## src/rtl/ram8.sv

```systemverilog
// ram8: 8 x 16-bit register file assembled from the gate library (dmux8way strobes, mux8way16 read).
// Writes land on the rising clock edge; reads are combinational; there is no flow control.

module ram8 (
  input  logic        clock,
  input  logic        reset,
  input  logic [15:0] in,
  input  logic        load,
  input  logic [2:0]  address,
  output logic [15:0] out
);

  logic [7:0]       word_load;
  logic [7:0][15:0] word_q;

  dmux8way u_strobe (
    .in  (load),
    .sel (address),
    .out (word_load)
  );

  for (genvar w = 0; w < 8; w++) begin : g_word
    register16 u_word (
      .clock (clock),
      .reset (reset),
      .in    (in),
      .load  (word_load[w]),
      .out   (word_q[w])
    );
  end

  mux8way16 u_read (
    .in  (word_q),
    .sel (address),
    .out (out)
  );

endmodule

// Primitive gates; everything below is composed only from these and the dff.
module not_gate (
  input  logic in,
  output logic out
);
  assign out = ~in;
endmodule

module and_gate (
  input  logic a,
  input  logic b,
  output logic out
);
  assign out = a & b;
endmodule

module or_gate (
  input  logic a,
  input  logic b,
  output logic out
);
  assign out = a | b;
endmodule

// 2:1 mux: out = sel ? b : a.
module mux_gate (
  input  logic a,
  input  logic b,
  input  logic sel,
  output logic out
);
  logic sel_n, a_term, b_term;

  not_gate u_not (.in(sel), .out(sel_n));
  and_gate u_and_a (.a(a), .b(sel_n), .out(a_term));
  and_gate u_and_b (.a(b), .b(sel), .out(b_term));
  or_gate  u_or (.a(a_term), .b(b_term), .out(out));
endmodule

// 1:2 demux: input routed to a when sel=0, to b when sel=1.
module dmux_gate (
  input  logic in,
  input  logic sel,
  output logic a,
  output logic b
);
  logic sel_n;

  not_gate u_not (.in(sel), .out(sel_n));
  and_gate u_and_a (.a(in), .b(sel_n), .out(a));
  and_gate u_and_b (.a(in), .b(sel), .out(b));
endmodule

module dmux4way (
  input  logic       in,
  input  logic [1:0] sel,
  output logic [3:0] out
);
  logic lo, hi;

  dmux_gate u_top (.in(in), .sel(sel[1]), .a(lo), .b(hi));
  dmux_gate u_lo (.in(lo), .sel(sel[0]), .a(out[0]), .b(out[1]));
  dmux_gate u_hi (.in(hi), .sel(sel[0]), .a(out[2]), .b(out[3]));
endmodule

// One-hot write strobe: exactly out[sel] follows in, all others stay low.
module dmux8way (
  input  logic       in,
  input  logic [2:0] sel,
  output logic [7:0] out
);
  logic lo, hi;

  dmux_gate u_top (.in(in), .sel(sel[2]), .a(lo), .b(hi));
  dmux4way  u_lo (.in(lo), .sel(sel[1:0]), .out(out[3:0]));
  dmux4way  u_hi (.in(hi), .sel(sel[1:0]), .out(out[7:4]));
endmodule

module mux16 (
  input  logic [15:0] a,
  input  logic [15:0] b,
  input  logic        sel,
  output logic [15:0] out
);
  for (genvar i = 0; i < 16; i++) begin : g_bit
    mux_gate u_mux (.a(a[i]), .b(b[i]), .sel(sel), .out(out[i]));
  end
endmodule

module mux4way16 (
  input  logic [3:0][15:0] in,
  input  logic [1:0]       sel,
  output logic [15:0]      out
);
  logic [15:0] lo, hi;

  mux16 u_lo (.a(in[0]), .b(in[1]), .sel(sel[0]), .out(lo));
  mux16 u_hi (.a(in[2]), .b(in[3]), .sel(sel[0]), .out(hi));
  mux16 u_top (.a(lo), .b(hi), .sel(sel[1]), .out(out));
endmodule

module mux8way16 (
  input  logic [7:0][15:0] in,
  input  logic [2:0]       sel,
  output logic [15:0]      out
);
  logic [15:0] lo, hi;

  mux4way16 u_lo (.in(in[3:0]), .sel(sel[1:0]), .out(lo));
  mux4way16 u_hi (.in(in[7:4]), .sel(sel[1:0]), .out(hi));
  mux16     u_top (.a(lo), .b(hi), .sel(sel[2]), .out(out));
endmodule

// Only storage element in the block; reset is synchronous and overrides d.
module dff (
  input  logic clock,
  input  logic reset,
  input  logic d,
  output logic q
);
  always_ff @(posedge clock) begin
    if (reset) q <= 1'b0;
    else       q <= d;
  end
endmodule

// One stored bit: the mux recirculates q when load is low.
module bit_cell (
  input  logic clock,
  input  logic reset,
  input  logic in,
  input  logic load,
  output logic out
);
  logic d;

  mux_gate u_hold (.a(out), .b(in), .sel(load), .out(d));
  dff      u_dff (.clock(clock), .reset(reset), .d(d), .q(out));
endmodule

module register16 (
  input  logic        clock,
  input  logic        reset,
  input  logic [15:0] in,
  input  logic        load,
  output logic [15:0] out
);
  for (genvar i = 0; i < 16; i++) begin : g_bit
    bit_cell u_bit (
      .clock (clock),
      .reset (reset),
      .in    (in[i]),
      .load  (load),
      .out   (out[i])
    );
  end
endmodule

```

## config.mk

```make
export PLATFORM = sky130hd
export DESIGN_NAME = ram8
export DESIGN_NICKNAME = d
export VERILOG_FILES = /design/src/rtl/ram8.sv
export SDC_FILE = /design/constraint.sdc
export NUM_CORES = 1
export LEC_CHECK = 0
export CAP_MARGIN = 25
export CELL_PAD_IN_SITES_DETAIL_PLACEMENT = 1
export CELL_PAD_IN_SITES_GLOBAL_PLACEMENT = 1
export CORE_ASPECT_RATIO = 1.5
export CORE_MARGIN = 3
export CORE_UTILIZATION = 51
export CTS_BUF_LIST = sky130_fd_sc_hd__clkbuf_4
export DETAILED_ROUTE_END_ITERATION = 10
export GPL_TIMING_DRIVEN = 0
export PLACE_DENSITY_LB_ADDON = 0.1
export SYNTH_ARGS = -nofsm -noshare
export SYNTH_HDL_FRONTEND = slang
export SYNTH_SLANG_ARGS = --single-unit
```

## constraint.sdc

```tcl
create_clock -name clock -period 4.19 [get_ports clock]
set_input_delay 0.419 -clock clock [delete_from_list [all_inputs] [get_ports clock]]
set_output_delay 0.419 -clock clock [all_outputs]
set_load 0.05 [all_outputs]
```

; Word-level counts from Yosys, hierarchy flattened
; Cells that the tools add are included.
[classes]
n_bitwise = 745
[ops]
columns = operator, n
row1 = bitwise AND 1 bit, 494
row2 = OR 1 bit, 240
row3 = NOT 1 bit, 11
[word_totals]
reg_bits = 128
in_bits = 22
output_inout_bits = 16
elab_cells = 873

; Logic depth before layout (Yosys ltp)
[depth]
depth_word = 7
ltp_mapped = 7
depth_no_buf = 3

; Hierarchy
; A second synthesis with hierarchy kept.
[unflattened]
hier_cells = 1237
hier_area_um2 = 9843.2
[modules_own_cells]
columns = module, n_inst, cells_each, area_each_um2, seq_area_each_um2
row1 = dff, 128, 2, 33.8, 20.0
row2 = and_gate, 494, 1, 6.3, 0.0
row3 = or_gate, 240, 1, 6.3, 0.0
row4 = not_gate, 247, 1, 3.8, 0.0

; Least setup slack after synthesis
; No wires, ideal clock.
[synth_path]
kind = input -> output
startpoint = in address[0]
endpoint = out out[5]
arrival_time_ns = 1.741
required_ns = 3.771
path_slack_ns = 2.030
cell_stages = 7
path_buffers = 5
path_cell_list = buf_6 > buf_12 > buf_12 > buf_2 > mux4_2 > mux2_2 > buf_4
[synth_via]
elab_chain_cells = 7
word_cells_on_any_way = 22
classes_between = 22 x bitwise
[synth_rtl]
columns = element, line
row1 = start: declaration, 9  ; input logic [2:0] address,
row2 = NOT 1 bit, 45  ; assign out = ~in;
row3 = bitwise AND 1 bit, 53  ; assign out = a & b;
row4 = OR 1 bit, 61  ; assign out = a | b;
row5 = bitwise AND 1 bit, 53
row6 = OR 1 bit, 61
row7 = bitwise AND 1 bit, 53
row8 = OR 1 bit *, 61
row9 = end: declaration, 10  ; output logic [15:0] out
; Mark *: on every way between the ends. The rest lies on a longest branch, timed or not.

; Worst setup path in the final report
[layout_path]
startpoint = in address[2]
endpoint = out out[3]
[layout_via]
elab_chain_cells = 3
word_cells_on_any_way = 4
classes_between = 4 x bitwise
[layout_rtl]
columns = element, line
row1 = NOT 1 bit, 45
row2 = bitwise AND 1 bit, 53
row3 = OR 1 bit *, 61
; Marks and branches as above.

==> summary.txt <==
Status
  • Outcome: complete, no violations

Clock tree
  • # Post-CTS Setup Buffers: 0
  • TritonCTS clock tree: built
  • PostCTS Resize Cnt: 0
  • Cts-stage hold buffer count: 0
  • Clock slew at reported path FFs: 0.11 ns
  • Longest Clk Path Bufs: 2
  • H-tree level count: 4
  • Worst skew pair latency: 0.53 ns
  • Num CTS Buffers: 17
  • CTS sink cnt: 128
  • Root Driver: clkbuf_4

Pwr
  • Overall power: between 2 and 2.5 mW
  • Sequential share of power: 54.8%
  • Psw: 653 uW
  • Internal cell power: 1.64 mW
  • Worst vdd ir: 199 uV
  • Sw Share: between 20% and 30%
  • Logic pwr share: between 10% and 20%
  • Clk pwr share: between 30% and 40%
  • PD cells: about 350 mW/mm^2
  • Static leakage power: 2.29 nW

Logic synthesis
  • Unique cell type count in the Yosys netlist: 22
  • Syn nets: 685
  • Synth Register Bits: approximately 130
  • Sequential area share after synthesis: 43.9%
  • Post-synthesis instance total: 663
  • Synth Cell Area: 0.00583 sq mm
  • Post-Syn Area per Cell: 8.80 sq um
  • Yosys Warn Count: 0

STA
  • Worst Max-Slew Pin Slew: 0.896 ns
  • Slew margin rel.: approximately two fifths
  • Clock Skew: 0 ns
  • Slew Limit Fails: 0
  • Max Fclk: roughly 270 MHz
  • Fin crit share: 88.6%
  • Worst Setup Slack, final: 0.480 ns
  • Setup violations, final: 0
  • Final TNS setup: 0 ns
  • RSZ-0062 raised after global routing: no
  • Hold slack: 0.161 ns
  • Final hold violations: 0
  • Tmin final: between 3 and 4 ns

Die
  • DIE WIDTH: roughly 93 um
  • IO Pins: 38
  • Die Ht: 137 um
  • Die area: 0.0128 sq mm
  • Row cnt: 47
  • Floorplan core area: 0.0111 sq mm
  • Starting Density: 52.5%

Layout
  • Commonest non-fill, non-tap cell in the layout: nand2_1
  • Multi-input logic area: 0.00273 sq mm
  • Nets: 724
  • Commonest cells after routing, fill and taps aside: nand2_1 (256), a21oi_1 (128), dfxtp_1 (128)
  • Sequential cell area: 0.00256 sq mm
  • Layout filler cell count: about 1300
  • Share of cells above drive strength 1: 18.5%
  • Area Overhead vs Synth: 10.8%

Drt
  • Initial DRT Pass Iterations: 5
  • Drt wl/cell: 23.3 um
  • Post-DRT Antenna Nets: 0
  • Met1 Wirelength: 7600 um
  • Highest metal used: met4
  • Total wire length: 20100 um
  • DR WL met3: approximately 1100 um
  • Initial DRC count: 364
  • DRC violations left: 0
  • Total vias in the final route: 5178
  • WL met2: 10200 um
  • DR vias/cell: 6.00

Global routing
  • Pin count of the biggest net entering global routing: 17
  • Initial antenna violation count: 1
  • First-pass GRT wire length: between 30000 and 40000 um
  • Vias in the first global route: 5487
  • GR Overflow Total: 0
  • Tot GR Track Use: 32.7%

Setup path
  • Slowest CP cell: clkdlybuf4s50_1
  • CP required: 3.77 ns
  • WS Path Type: in -> out
  • CP arrival: around 3.3 ns
  • CP peak stage delay: 0.68 ns
  • Critical path startpoint category: primary input
  • Worst-path maximum fanout: 10
  • Critical Path Sink Type: primary output
  • Crit path cell chain: clkdlybuf4s50_1 -> buf_6 -> buf_12 -> buf_6 -> buf_2 -> mux4_2 -> mux2_2 -> buf_4 -> clkdlybuf4s50_1

Place
  • GP Congestion: 0.853
  • Dpl hpwl: around 14000 um
  • Place WS: ~0.47 ns
  • Port bufs: 20

Flow run
  • Max-cap violations: 0

Worst hold path
  • Tightest Hold Check Type: in -> reg
-- metrics by stage --
step	area (sq um)	util (%)	std cells
floorplan	5830	-	663
global placement	6220	55.9	830
detailed placement	6220	55.9	830
CTS	6460	58.1	862
global route	6460	58.2	863
finish	6460	58.2	863
-- power by group through the flow --
| stage | sequential [mW] | combinational (mW) | clock [mW] |
|---|---|---|---|
| floorplan | 1.28 | 0.171 | 0 |
| global placement | 1.28 | 0.249 | 0 |
| detailed placement | 1.28 | 0.256 | 0 |
| CTS | 1.25 | 0.258 | 0.780 |
| global route | 1.26 | 0.273 | 0.832 |
| finish | 1.26 | 0.260 | 0.778 |
-- synthesized netlist by cell type --
library cell / instances / share of area (%)
and4_1: 1 / 0.15
a21oi_1: 128 / 11
mux4_1: 7 / 3.2
and4b_1: 3 / 0.51
mux4_2: 25 / 9.7
nand4b_1: 3 / 0.45
buf_2: 24 / 2.1
or4b_1: 1 / 0.17
clkbuf_2: 2 / 0.17
nand2_1: 256 / 16
clkbuf_1: 28 / 1.8
mux2_2: 9 / 1.7
nor4bb_1: 2 / 0.34
nor4b_4: 1 / 0.41
dfxtp_1: 128 / 44
buf_6: 3 / 0.58
mux2_4: 7 / 1.8
buf_4: 26 / 3.3
buf_12: 4 / 1.4
nand4bb_1: 3 / 0.58
and4bb_2: 1 / 0.21
nand4_1: 1 / 0.11
-- routing by layer --
| metal | up-vias | GRT usage (%) |
|---|---|---|
| met3 | 80 | 6.60 |
| met5 | - | 0 |
| li1 | 2309 | - |
| met2 | 216 | 56.5 |
| met4 | 0 | 19.7 |
| met1 | 2573 | 36.8 |
-- cells by family after synthesis --
kind of cell / after synthesis / synth area share, %
AOI/OAI and AO/OA: 128 / 11.0
DFF: 128 / 43.9
and+or+nand+nor: 272 / 19.4
buffers and inverters: 87 / 9.33
muxes: 48 / 16.3
-- layout make-up --
cell class | count | area share [%]
Sequential cell | 128 | 39.6
Multi-Input combinational cell | 448 | 42.2
Buffer | 87 | 8.42
Antenna cell | 1 | 0.0387
Clock buffer | 20 | 2.32
Clock inverter | 12 | 1.47
Tap cell | 147 | 2.84
Timing Repair Buffer | 20 | 3.10
-- worst max-delay path, delay by kind of cell --
| kind | cells | cell delay, ns |
|---|---|---|
| muxes | 2 | 0.72 |
| buffers and inverters | 7 | 2.15 |
-- worst paths after layout --
kind | from | endpoint | slack [ns] | cells past startpoint
setup / recovery | address[2] | out[3] | 0.48 | 9
hold / removal | in[8] | register | 0.16 | 3
setup reg to reg | register | register | 3.51 | 2
hold reg to reg | register | register | 0.46 | 2
Power figures use the tool's default switching activity.
